### config.mk
export PLATFORM = sky130hd
export DESIGN_NAME = apb4_master
export DESIGN_NICKNAME = d
export VERILOG_FILES = /design/src/rtl/apb4_master.sv
export SDC_FILE = /design/constraint.sdc
export NUM_CORES = 1
export LEC_CHECK = 0
export BUFFER_PORTS_ARGS = -buffer_cell sky130_fd_sc_hd__buf_2
export CAP_MARGIN = 25
export CORE_MARGIN = 1
export CORE_UTILIZATION = 44
export CTS_CLUSTER_SIZE = 40
export DETAILED_ROUTE_END_ITERATION = 16
export GPL_TIMING_DRIVEN = 0
export PLACE_DENSITY_LB_ADDON = 0.15
export SYNTH_ARGS = -nofsm -noshare
export SYNTH_HDL_FRONTEND = slang
export SYNTH_SLANG_ARGS = --single-unit
### constraint.sdc
create_clock -name clk -period 2.41 [get_ports clk]
set_clock_uncertainty 0.15 [all_clocks]
set_input_delay 0.723 -clock clk [delete_from_list [all_inputs] [get_ports clk]]
set_output_delay 0.723 -clock clk [all_outputs]
set_load 0.005 [all_outputs]
### src/rtl/apb4_master.sv
// APB4 requester bridge: runs single-beat register-bus requests as APB4 SETUP/ACCESS transfers.
// Optional ACCESS wait-state abort is enabled by defining APB4_MASTER_TIMEOUT_EN.
module apb4_master #(
  parameter int unsigned ADDR_WIDTH     = 32,
  parameter int unsigned DATA_WIDTH     = 32,
  parameter logic [2:0]  PPROT_VAL      = 3'b000,
  parameter int unsigned TIMEOUT_CYCLES = 16
) (
  input  logic                    clk,
  input  logic                    rst,
  input  logic                    i_bus_req,
  input  logic                    i_bus_req_is_wr,
  input  logic [ADDR_WIDTH-1:0]   i_bus_addr,
  input  logic [DATA_WIDTH-1:0]   i_bus_wr_data,
  input  logic [DATA_WIDTH/8-1:0] i_bus_wr_biten,
  output logic                    o_bus_req_stall,
  output logic                    o_bus_rd_ack,
  output logic                    o_bus_wr_ack,
  output logic                    o_bus_rd_err,
  output logic                    o_bus_wr_err,
  output logic [DATA_WIDTH-1:0]   o_bus_rd_data,
  output logic                    o_timeout,
  output logic                    m_apb_psel,
  output logic                    m_apb_penable,
  output logic                    m_apb_pwrite,
  output logic [ADDR_WIDTH-1:0]   m_apb_paddr,
  output logic [DATA_WIDTH-1:0]   m_apb_pwdata,
  output logic [DATA_WIDTH/8-1:0] m_apb_pstrb,
  output logic [2:0]              m_apb_pprot,
  input  logic [DATA_WIDTH-1:0]   m_apb_prdata,
  input  logic                    m_apb_pready,
  input  logic                    m_apb_pslverr
);

  localparam int unsigned STRB_WIDTH = DATA_WIDTH / 8;

  if (!(DATA_WIDTH == 8 || DATA_WIDTH == 16 || DATA_WIDTH == 32) || TIMEOUT_CYCLES == 0) begin : g_bad_cfg
    $error("apb4_master: unsupported DATA_WIDTH or TIMEOUT_CYCLES");
  end

  typedef enum logic [1:0] {IDLE, SETUP, ACCESS} state_e;

  state_e                  state_q, state_d;
  logic                    timeout_c;
  logic                    psel_q, psel_d, penable_q, penable_d, pwrite_q, pwrite_d;
  logic [ADDR_WIDTH-1:0]   paddr_q, paddr_d;
  logic [DATA_WIDTH-1:0]   pwdata_q, pwdata_d, rd_data_q, rd_data_d;
  logic [STRB_WIDTH-1:0]   pstrb_q, pstrb_d;
  logic                    rd_ack_q, rd_ack_d, wr_ack_q, wr_ack_d;
  logic                    rd_err_q, rd_err_d, wr_err_q, wr_err_d;
  logic                    timeout_q, timeout_d;

`ifdef APB4_MASTER_TIMEOUT_EN
  // Counts ACCESS wait states; abort fires on the TIMEOUT_CYCLES-th consecutive wait.
  localparam int unsigned CNT_WIDTH = $clog2(TIMEOUT_CYCLES + 1);
  logic [CNT_WIDTH-1:0] wait_cnt_q, wait_cnt_d;

  always_comb begin
    wait_cnt_d = wait_cnt_q;
    if (state_q == SETUP) begin
      wait_cnt_d = '0;
    end else if (state_q == ACCESS && !m_apb_pready) begin
      wait_cnt_d = wait_cnt_q + CNT_WIDTH'(1);
    end
  end

  always_ff @(posedge clk) begin
    if (rst) wait_cnt_q <= '0;
    else     wait_cnt_q <= wait_cnt_d;
  end

  assign timeout_c = (state_q == ACCESS) && !m_apb_pready &&
                     (wait_cnt_q == CNT_WIDTH'(TIMEOUT_CYCLES - 1));
`else
  assign timeout_c = 1'b0;
`endif

  always_ff @(posedge clk) begin
    if (rst) state_q <= IDLE;
    else     state_q <= state_d;
  end

  always_comb begin
    state_d = state_q;
    case (state_q)
      IDLE:    if (i_bus_req) state_d = SETUP;
      SETUP:   state_d = ACCESS;
      ACCESS:  if (m_apb_pready || timeout_c) state_d = IDLE;
      default: state_d = IDLE;
    endcase
  end

  // Next values for the registered APB and completion outputs.
  always_comb begin
    psel_d    = 1'b0;
    penable_d = 1'b0;
    pwrite_d  = pwrite_q;
    paddr_d   = paddr_q;
    pwdata_d  = pwdata_q;
    pstrb_d   = pstrb_q;
    rd_data_d = rd_data_q;
    rd_ack_d  = 1'b0;
    wr_ack_d  = 1'b0;
    rd_err_d  = 1'b0;
    wr_err_d  = 1'b0;
    timeout_d = 1'b0;
    case (state_q)
      IDLE: begin
        if (i_bus_req) begin
          psel_d   = 1'b1;
          pwrite_d = i_bus_req_is_wr;
          paddr_d  = i_bus_addr;
          pwdata_d = i_bus_req_is_wr ? i_bus_wr_data : '0;
          pstrb_d  = i_bus_req_is_wr ? i_bus_wr_biten : '0;
        end
      end
      SETUP: begin
        psel_d    = 1'b1;
        penable_d = 1'b1;
      end
      ACCESS: begin
        if (m_apb_pready) begin
          rd_ack_d = !pwrite_q;
          wr_ack_d = pwrite_q;
          rd_err_d = !pwrite_q && m_apb_pslverr;
          wr_err_d = pwrite_q && m_apb_pslverr;
          if (!pwrite_q) rd_data_d = m_apb_pslverr ? '0 : m_apb_prdata;
        end else if (timeout_c) begin
          rd_ack_d  = !pwrite_q;
          wr_ack_d  = pwrite_q;
          rd_err_d  = !pwrite_q;
          wr_err_d  = pwrite_q;
          timeout_d = 1'b1;
          if (!pwrite_q) rd_data_d = '0;
        end else begin
          psel_d    = 1'b1;
          penable_d = 1'b1;
        end
      end
      default: ;
    endcase
  end

  always_ff @(posedge clk) begin
    if (rst) begin
      psel_q    <= 1'b0;
      penable_q <= 1'b0;
      pwrite_q  <= 1'b0;
      paddr_q   <= '0;
      pwdata_q  <= '0;
      pstrb_q   <= '0;
      rd_data_q <= '0;
      rd_ack_q  <= 1'b0;
      wr_ack_q  <= 1'b0;
      rd_err_q  <= 1'b0;
      wr_err_q  <= 1'b0;
      timeout_q <= 1'b0;
    end else begin
      psel_q    <= psel_d;
      penable_q <= penable_d;
      pwrite_q  <= pwrite_d;
      paddr_q   <= paddr_d;
      pwdata_q  <= pwdata_d;
      pstrb_q   <= pstrb_d;
      rd_data_q <= rd_data_d;
      rd_ack_q  <= rd_ack_d;
      wr_ack_q  <= wr_ack_d;
      rd_err_q  <= rd_err_d;
      wr_err_q  <= wr_err_d;
      timeout_q <= timeout_d;
    end
  end

  assign o_bus_req_stall = (state_q != IDLE);
  assign o_bus_rd_ack    = rd_ack_q;
  assign o_bus_wr_ack    = wr_ack_q;
  assign o_bus_rd_err    = rd_err_q;
  assign o_bus_wr_err    = wr_err_q;
  assign o_bus_rd_data   = rd_data_q;
  assign o_timeout       = timeout_q;
  assign m_apb_psel      = psel_q;
  assign m_apb_penable   = penable_q;
  assign m_apb_pwrite    = pwrite_q;
  assign m_apb_paddr     = paddr_q;
  assign m_apb_pwdata    = pwdata_q;
  assign m_apb_pstrb     = pstrb_q;
  assign m_apb_pprot     = PPROT_VAL;

endmodule

Word-level counts from Yosys, hierarchy flattened
Cells that the tools add are included.
Widths: inputs -> output; s select.
- logic and storage cells: 38
- input bits: 106
- output and inout port bits: 112
- register bits after elaboration: 109
- mux-type cells: 10
- bitwise operators: 3
- reduce and logical (&&, ||, !) cells: 9
- eq/ne operators: 4
- operator list (kind ; number):
    $mux 32 ; 2
    $pmux 2 s3 ; 1
    $mux 2 ; 2
    $mux 4 ; 1
    $ne 2x2->1 const B ; 2
    $reduce_and 2->1 ; 2
    $not 1->1 ; 3
    $pmux 1 s3 ; 1
    $reduce_and 3->1 ; 1
    $reduce_or 3->1 ; 1
    $eq 2x1->1 const B ; 1
    $eq 2x2->1 const B ; 1
    $logic_and 1x1->1 ; 2
    $logic_not 2->1 ; 1
    $mux 1 ; 2
    $pmux 1 s2 ; 1
    $reduce_bool 2->1 ; 1
    $logic_not 1->1 ; 1

Depth between registers and ports, before layout
Gate-level depths: netlist of the first run.
- word-level depth: 3
- gate-level depth with buffers: 7
- gate-level depth less buffers: 5

Worst setup path after synthesis of the first run
OpenSTA, ideal clock, no wires.
- path type: input -> register
- start point: input port i_bus_req
- end point: register pwdata_q[10], in the netlist m_apb_pwdata[10]
- setup slack: 0.702 ns
- data arrival time: 1.499 ns
- setup time: 0.059 ns
- buffers on the path: 2
- stages on the path: 5
- cells stage by stage: and2_1 -> buf_2 -> nor2_4 -> buf_2 -> a22o_1
- cells in the longest elaborated chain, start to end: 1
- RTL lines (item ; RTL line ; RTL):
    from (decl) ; 11 ; input logic i_bus_req,
    $reduce_and 2->1 (no source line) ; - ;
    to (signal assigned) ; 163 ; pwdata_q <= pwdata_d;
    to (decl) ; 47 ; logic [DATA_WIDTH-1:0] pwdata_q, pwdata_d, rd_data_q, rd_data_d;
Every way passes these cells.
A chain may end at the register's enable or synchronous reset.

Worst setup path after layout of the first run
- start point: register state_q[0]
- end point: output port o_bus_req_stall
- cells in the longest elaborated chain, start to end: 1
- RTL lines (item ; RTL line ; RTL):
    from (decl) ; 43 ; state_e state_q, state_d;
    from (signal assigned) ; 80 ; else state_q <= state_d;
    $reduce_bool 2->1 ; 174 ; assign o_bus_req_stall = (state_q != IDLE);
    to (decl) ; 16 ; output logic o_bus_req_stall,
Every way passes these cells.

==> results of run 1 <==
flip-flops by register name (all words and copies together) (netlist names):
register / count
m_apb_penable: 1
o_bus_rd_data: 32
m_apb_pwdata: 32
o_bus_rd_err: 1
o_bus_wr_err: 1
state_q: 2
m_apb_pwrite: 1
m_apb_paddr: 32
m_apb_psel: 1
m_apb_pstrb: 4
o_bus_wr_ack: 1
o_bus_rd_ack: 1
final cells by class:
type / count / area (sq um) / area share [%]
plain buffers: 35 / 186 / 3.54
clock buffers: 9 / 124 / 2.35
clock inverters: 7 / 72.6 / 1.38
inverters: 4 / 15.0 / 0.285
multi-input cells: 262 / 1490 / 28.3
flip-flops and latches: 109 / 2180 / 41.4
well taps: 105 / 131 / 2.49
repair buffers: 213 / 1070 / 20.2
synth_stat cells (all sizes together):
library cell and n:
nand2 97, mux2i 2, ha 6, a21oi 65
nor2b 1, inv 4, and2 1, nor2 6
and3b 1, nand3 1, conb 1, a22o 36
nor3b 2, a211oi 1, nand2b 5, buf 23
clkbuf 12, a21o 1, nand3b 33, dfxtp 109
cell usage in the layout (no fill, tap or decap):
cell type   netlist  final
inv_1             4      4
bufinv_16         0      1
dfxtp_1         109    109
mux2i_1           2      2
clkinvlp_4        0      2
clkinv_2          0      2
nor2_1            5      5
conb_1            1      4
nand2b_1          5      5
nor2_4            1      1
and2_1            1      1
a22o_1           36     36
buf_4             4      4
clkbuf_1         12     12
buf_1             2      2
a211oi_1          1      1
clkbuf_8          0      9
nor2b_1           1      1
buf_2            14    227
a21o_1            1      1
nand2_1          96     96
ha_1              6      6
nor3b_4           1      1
nand3_1           1      1
and3b_1           1      1
nand2_2           1      1
buf_6             3      3
a21oi_1          65     65
nor3b_1           1      1
inv_6             0      2
nand3b_1         33     33
layer usage:
layer	up-vias	part of all wire, %
met4	0	1.5
li1	1826	-
met2	127	49
met3	11	7.4
met1	1630	42
met5	-	0
critical path, cell delays in order (launching register included):
cell and delay, ps:
dfxtp_1 420, inv_1 110, ha_1 250, inv_1 60
buf_2 110
cell families (layout without fill, tap and decap cells):
family | count (synthesis) | after routing
and+or+nand+nor | 147 | 147
DFF | 109 | 109
AOI/OAI and AO/OA | 103 | 103
buffers and inverters | 39 | 268
adders and majority gates | 6 | 6
muxes | 2 | 2
other | 1 | 4
power by group:
| part | total [W] | switching, W | internal [W] |
|---|---|---|---|
| sequential | 0.00211 | 0.000106 | 0.00200 |
| combinational | 0.000980 | 0.000542 | 0.000438 |
| clock | 0.00110 | 0.000612 | 0.000485 |
| total | 0.00419 | 0.00126 | 0.00293 |
final timing paths:
path	cells after the start	startpoint	slack, ps	to
worst max-delay path	4	state_q[0]	230	o_bus_req_stall
worst min-delay path	2	o_bus_rd_data[13]	300	o_bus_rd_data[13]
worst max register to register	7	state_q[0]	460	m_apb_pwdata[7]
worst min register to register	2	o_bus_rd_data[13]	300	o_bus_rd_data[13]
metrics by stage:
step           instances  cell area (sq um)  power (W)
2_1_floorplan        410               3880    0.00271
3_3_place_gp         728               5070    0.00311
3_5_place_dp         728               5070    0.00314
4_1_cts              744               5270    0.00424
5_1_grt              744               5270    0.00445
6_report             744               5270    0.00419
==> summary.txt, run 1 <==
Timing
  – RSZ-0062 raised after global routing: false
  – Tcrit/Tclk final: 90.3%
  – Final setup violating endpoints: 0
  – Minimum hold slack: 300 ps
  – Final worst setup slack: 235 ps
  – Final Critical Period: 2180 ps
  – Slew Limit Fails: 0
  – Setup TNS: 0 ps
  – Slew HR: 65.9%
  – Hold Fails Final Rpt: 0
  – Fmax: 460 MHz
  – Least-Margin Pin Slew: 511 ps

Layout
  – Post-layout util: 63.2%
  – Final #Nets: 746
  – Layout cell share with drive strength beyond 1: 39.6%
  – Antenna diode count: 0
  – Synth-to-layout area growth: 36.3%
  – # fillers: 766

Hold path
  – HP Class: flip-flop to flip-flop

Synthesis
  – Mapped cell area: 3870 sq um
  – Yosys reg bits: 109
  – Syn_area_per_cell: 9.50 sq um
  – Post-synthesis xor/xnor area fraction: 0%
  – Distinct cells, synth: 26
  – Syn Inst Count: 407
  – Mux cell area share after synthesis: 0.518%
  – Synth Area in Adders: 1.94%
  – Leading area contributor after synthesis: dfxtp_1
  – Share of the synthesized area in the top cell type: 56.4%
  – Largest cells by area after synthesis: dfxtp_1 (56%), nand2_1 (9.3%), a21oi_1 (8.4%)
  – Simple-gate area share of the yosys netlist: 18.8%
  – Yosys warnings: 0
  – Register area share after synthesis: 56.4%
  – Synth Area in Compound Gates: 17.0%
  – Main combinational cell family by area after synthesis: simple AND/OR/NAND/NOR gates

Global route
  – Global-route wire length before repair: 14900 microns
  – Grt peak-use layer: met2
  – Met2 usage: 36.1%
  – GRT Util Overall: 20.9%
  – GRT met3 Usage: 5.61%
  – Largest net degree at the start of global routing: 19
  – Gr ovfl total: 0
  – Vias in the first global route: 3240
  – Met1 usage: 24.9%
  – Initial antenna violation count: 0

Detailed routing
  – Via density: 4.83
  – DR vias: 3594
  – Remaining antenna violation count after routing: 0
  – Final WL: 9850 microns
  – Wire per inst: 13.2 microns
  – # DRC: 0
  – DRT iter0 DRCs: 119
  – DRT Pass-1 Iters: 4

Die
  – Initial Util: 46.4%
  – Die ar.: 9170 sq um
  – Die height: 95.7 microns
  – Ports: 218
  – Core area: 8340 sq um
  – Site Rows: 33
  – Chip width: 95.7 microns

Clock network
  – Cells resized by post-CTS repair: 0
  – Htree depth: 3
  – Longest Clk Path Bufs: 2
  – Clk Latency, worst-skew pair: 350 ps
  – Root Driver: clkbuf_8
  – Clk slew on worst S/H paths: 90 ps
  – CTS tree: yes
  – Total CTS buffers: 9
  – CTS Sinks: 109
  – Hold_buf cts: 0
  – Setup Buffers After CTS: 0

Setup path
  – Req. time, crit path: 1540 ps
  – CP endpoint kind: output port
  – Crit path DAT: 1300 ps
  – Path type of the worst setup path: flip-flop to output port
  – Startpoint types: flip-flop
  – CP max FO: 5

Placement
  – Placed wire-length estimate: 7610 microns
  – Buffers on Ports: 213
  – RePlAce Congestion: 0.725
  – Dpl ws: 386 ps

Status
  – Status: finished, final reports clean

Power
  – Peak supply drop: 0.354 mV
  – Leakage: 2.57 nW
  – Power Dens Cells: 794 nW/um^2

Run
  – Max-cap viol count: 0
(Power assumes the default switching activity.)
==> inputs of run 2 (changes only) <==
- PLACE_DENSITY_LB_ADDON: 0.15 -> 0.1
==> run 2 against run 1 <==
Net effect:
- clock-buffer cell count rose by 2
- sequential power barely moved
- maximum frequency rose by 0.89%
- worst setup slack improved by 19 ps
- utilization fell by 0.24 points
- non-clock buffer count did not move
- via count did not move
- combinational power rose by 0.4%
- register-to-register slack improved by 30 ps
- total power fell by 2.2%
- wire length rose by 0.78%
==> summary.txt, run 2 (synthesis gave the netlist of run 1 again) <==
Hold path
  – HP Class: flip-flop to flip-flop

Die
  – Ports: 218 (unchanged)
  – Core area: 8340 sq um (unchanged)
  – Initial Util: 46.4% (unchanged)
  – Die height: 95.7 microns (unchanged)
  – Site Rows: 33 (unchanged)
  – Die ar.: 9170 sq um (unchanged)
  – Chip width: 95.7 microns (unchanged)

Setup path
  – Worst path bufs/invs: 3 (unchanged)
  – Startpoint types: flip-flop
  – Cell depth of the worst setup path: 4 (unchanged)
  – Path type of the worst setup path: flip-flop to output port
  – Crit path DAT: 1280 ps (-20 ps)
  – Req. time, crit path: 1540 ps (about the same)
  – R2r endpoint: m_apb_pwdata[23]
  – Max incr delay on CP: 420 ps (about the same)
  – Critical path origin: state_q[0]
  – Worst path slowest cell: dfxtp_1
  – Crit path to: o_bus_req_stall
  – CP dominant cell by count: inv_1
  – Worst Reg2Reg Path Length in Cells: 7 (unchanged)
  – CP Cell Sequence: inv_1 > ha_1 > inv_1 > buf_2
  – CP max FO: 5 (unchanged)
  – R2r setup slk: 490 ps (+30 ps)
  – FF-to-FF Start: state_q[0]
  – CP endpoint kind: output port
  – Kind of cell adding the most delay to the critical path: flip-flops

Status
  – Status: finished, final reports clean

Placement
  – Dpl ws: 381 ps (-5.61 ps)
  – Placed wire-length estimate: 7660 microns (+0.58%)
  – Buffers on Ports: 213 (unchanged)
  – Post-DP Area: 5070 sq um (unchanged)
  – RePlAce Congestion: 0.782 (+7.8%)

Layout
  – Synth-to-layout area growth: 35.8%
  – Final instance area: 5250 sq um (-0.38%)
  – Most frequent cells in the layout: buf_2 (227), dfxtp_1 (109), nand2_1 (96)
  – Post-layout util: 63.0% (-0.24 points)
  – Commonest non-fill, non-tap cell in the layout: buf_2
  – Layout cell share with drive strength beyond 1: 39.4% (-0.16 points)
  – Final #Nets: 746 (unchanged)
  – Antenna diode count: 0 (unchanged)

Power
  – Peak supply drop: 0.300 mV (-15%)
  – Power Dens Cells: 780 nW/um^2 (-1.8%)
  – Leakage: 2.56 nW (-0.25%)

Clock network
  – Longest Clk Path Bufs: 2 (unchanged)
  – Hold_buf cts: 0 (unchanged)
  – Root Driver: clkbuf_8
  – Setup Buffers After CTS: 0 (unchanged)
  – Total CTS buffers: 9 (unchanged)
  – CTS tree: yes
  – Clk Latency, worst-skew pair: 350 ps (about the same)
  – Cells resized by post-CTS repair: 0 (unchanged)
  – Htree depth: 3 (unchanged)
  – Clk slew on worst S/H paths: 100 ps (about the same)
  – CTS Sinks: 109 (unchanged)

Global route
  – Initial antenna violation count: 0 (unchanged)
  – GRT Util Overall: 20.9% (about the same)
  – Gr ovfl total: 0 (unchanged)
  – Global-route wire length before repair: 14800 microns (-0.14%)
  – Vias in the first global route: 3255 (+0.46%)
  – Largest net degree at the start of global routing: 18 (-1)

Timing
  – Least-Margin Pin Slew: 516 ps (+5.23 ps)
  – Hold Fails Final Rpt: 0 (unchanged)
  – Final Critical Period: 2160 ps (-19.3 ps)
  – Tcrit/Tclk final: 89.5% (-0.80 points)
  – Setup TNS: 0 ps (unchanged)
  – Minimum hold slack: 301 ps (+0.693 ps)
  – Fmax: 464 MHz (+0.89%)
  – Final worst setup slack: 254 ps (+19.3 ps)
  – Final setup violating endpoints: 0 (unchanged)
  – Slew Limit Fails: 0 (unchanged)
  – RSZ-0062 raised after global routing: false
  – Slew HR: 65.5% (-0.39 points)

Detailed routing
  – Remaining antenna violation count after routing: 0 (unchanged)
  – DRT iter0 DRCs: 70 (-41%)
  – Final WL: 9930 microns (+0.78%)
  – Via density: 4.83 (unchanged)
  – Wire per inst: 13.3 microns (+0.78%)
  – # DRC: 0 (unchanged)
  – DRT Pass-1 Iters: 4 (unchanged)
  – DR vias: 3594 (unchanged)

Run
  – Max-cap viol count: 0 (unchanged)
run 2: changes by cell type in the layout (fill, tap and decap cells not counted), sizes merged:
cell / change
bufinv: -1
clkbuf: +2
clkinv: +1
clkinvlp: -1
inv: -1
run 2: cell type report:
class	instances	area [sq um]
Multi-Input combinational cell	262	1490
Tap cell	105	131
Clock inverter	5	35.0
Buffer	35	186
Timing Repair Buffer	213	1070
Sequential cell	109	2180
Clock buffer	11	141
Fill cell	794	3090
Inverter	4	15.0
run 2: report_power, final:
group | switching (W) | internal [W]
Clock | 0.000593 | 0.000408
Sequential | 0.000106 | 0.00200
Combinational | 0.000546 | 0.000438
run 2: per-layer routing:
| metal | up-vias | part of all wire, % | GRT usage (%) |
|---|---|---|---|
| met2 | 138 | 49 | 34.9 |
| li1 | 1822 | - | - |
| met1 | 1618 | 43 | 25.8 |
| met5 | - | 0 | 0 |
| met3 | 16 | 7.1 | 4.90 |
| met4 | 0 | 1.7 | 9.20 |
run 2: per-stage QoR:
step / instances / total power [W]
2_1_floorplan: 410 / 0.00271
4_1_cts: 744 / 0.00414
3_3_place_gp: 728 / 0.00311
5_1_grt: 744 / 0.00438
3_5_place_dp: 728 / 0.00315
6_report: 744 / 0.00409
run 2: worst min-delay path by stage:
| stage | from | end | slack (ps) | cells past startpoint |
|---|---|---|---|---|
| floorplan | o_bus_rd_data[0] | o_bus_rd_data[0] | 300 | 2 |
| global placement | o_bus_rd_data[7] | o_bus_rd_data[7] | 280 | 2 |
| detailed placement | o_bus_rd_data[30] | o_bus_rd_data[30] | 290 | 2 |
| CTS | o_bus_rd_data[30] | o_bus_rd_data[30] | 300 | 2 |
| global route | o_bus_rd_data[30] | o_bus_rd_data[30] | 320 | 2 |
| finish | o_bus_rd_data[30] | o_bus_rd_data[30] | 300 | 2 |
run 2: worst reg2reg max path, cell delays in order, from the launching register on:
cell	delay, ps
dfxtp_1	420
inv_1	110
ha_1	250
and2_1	140
buf_2	160
nor2_4	210
buf_2	280
a22o_1	170
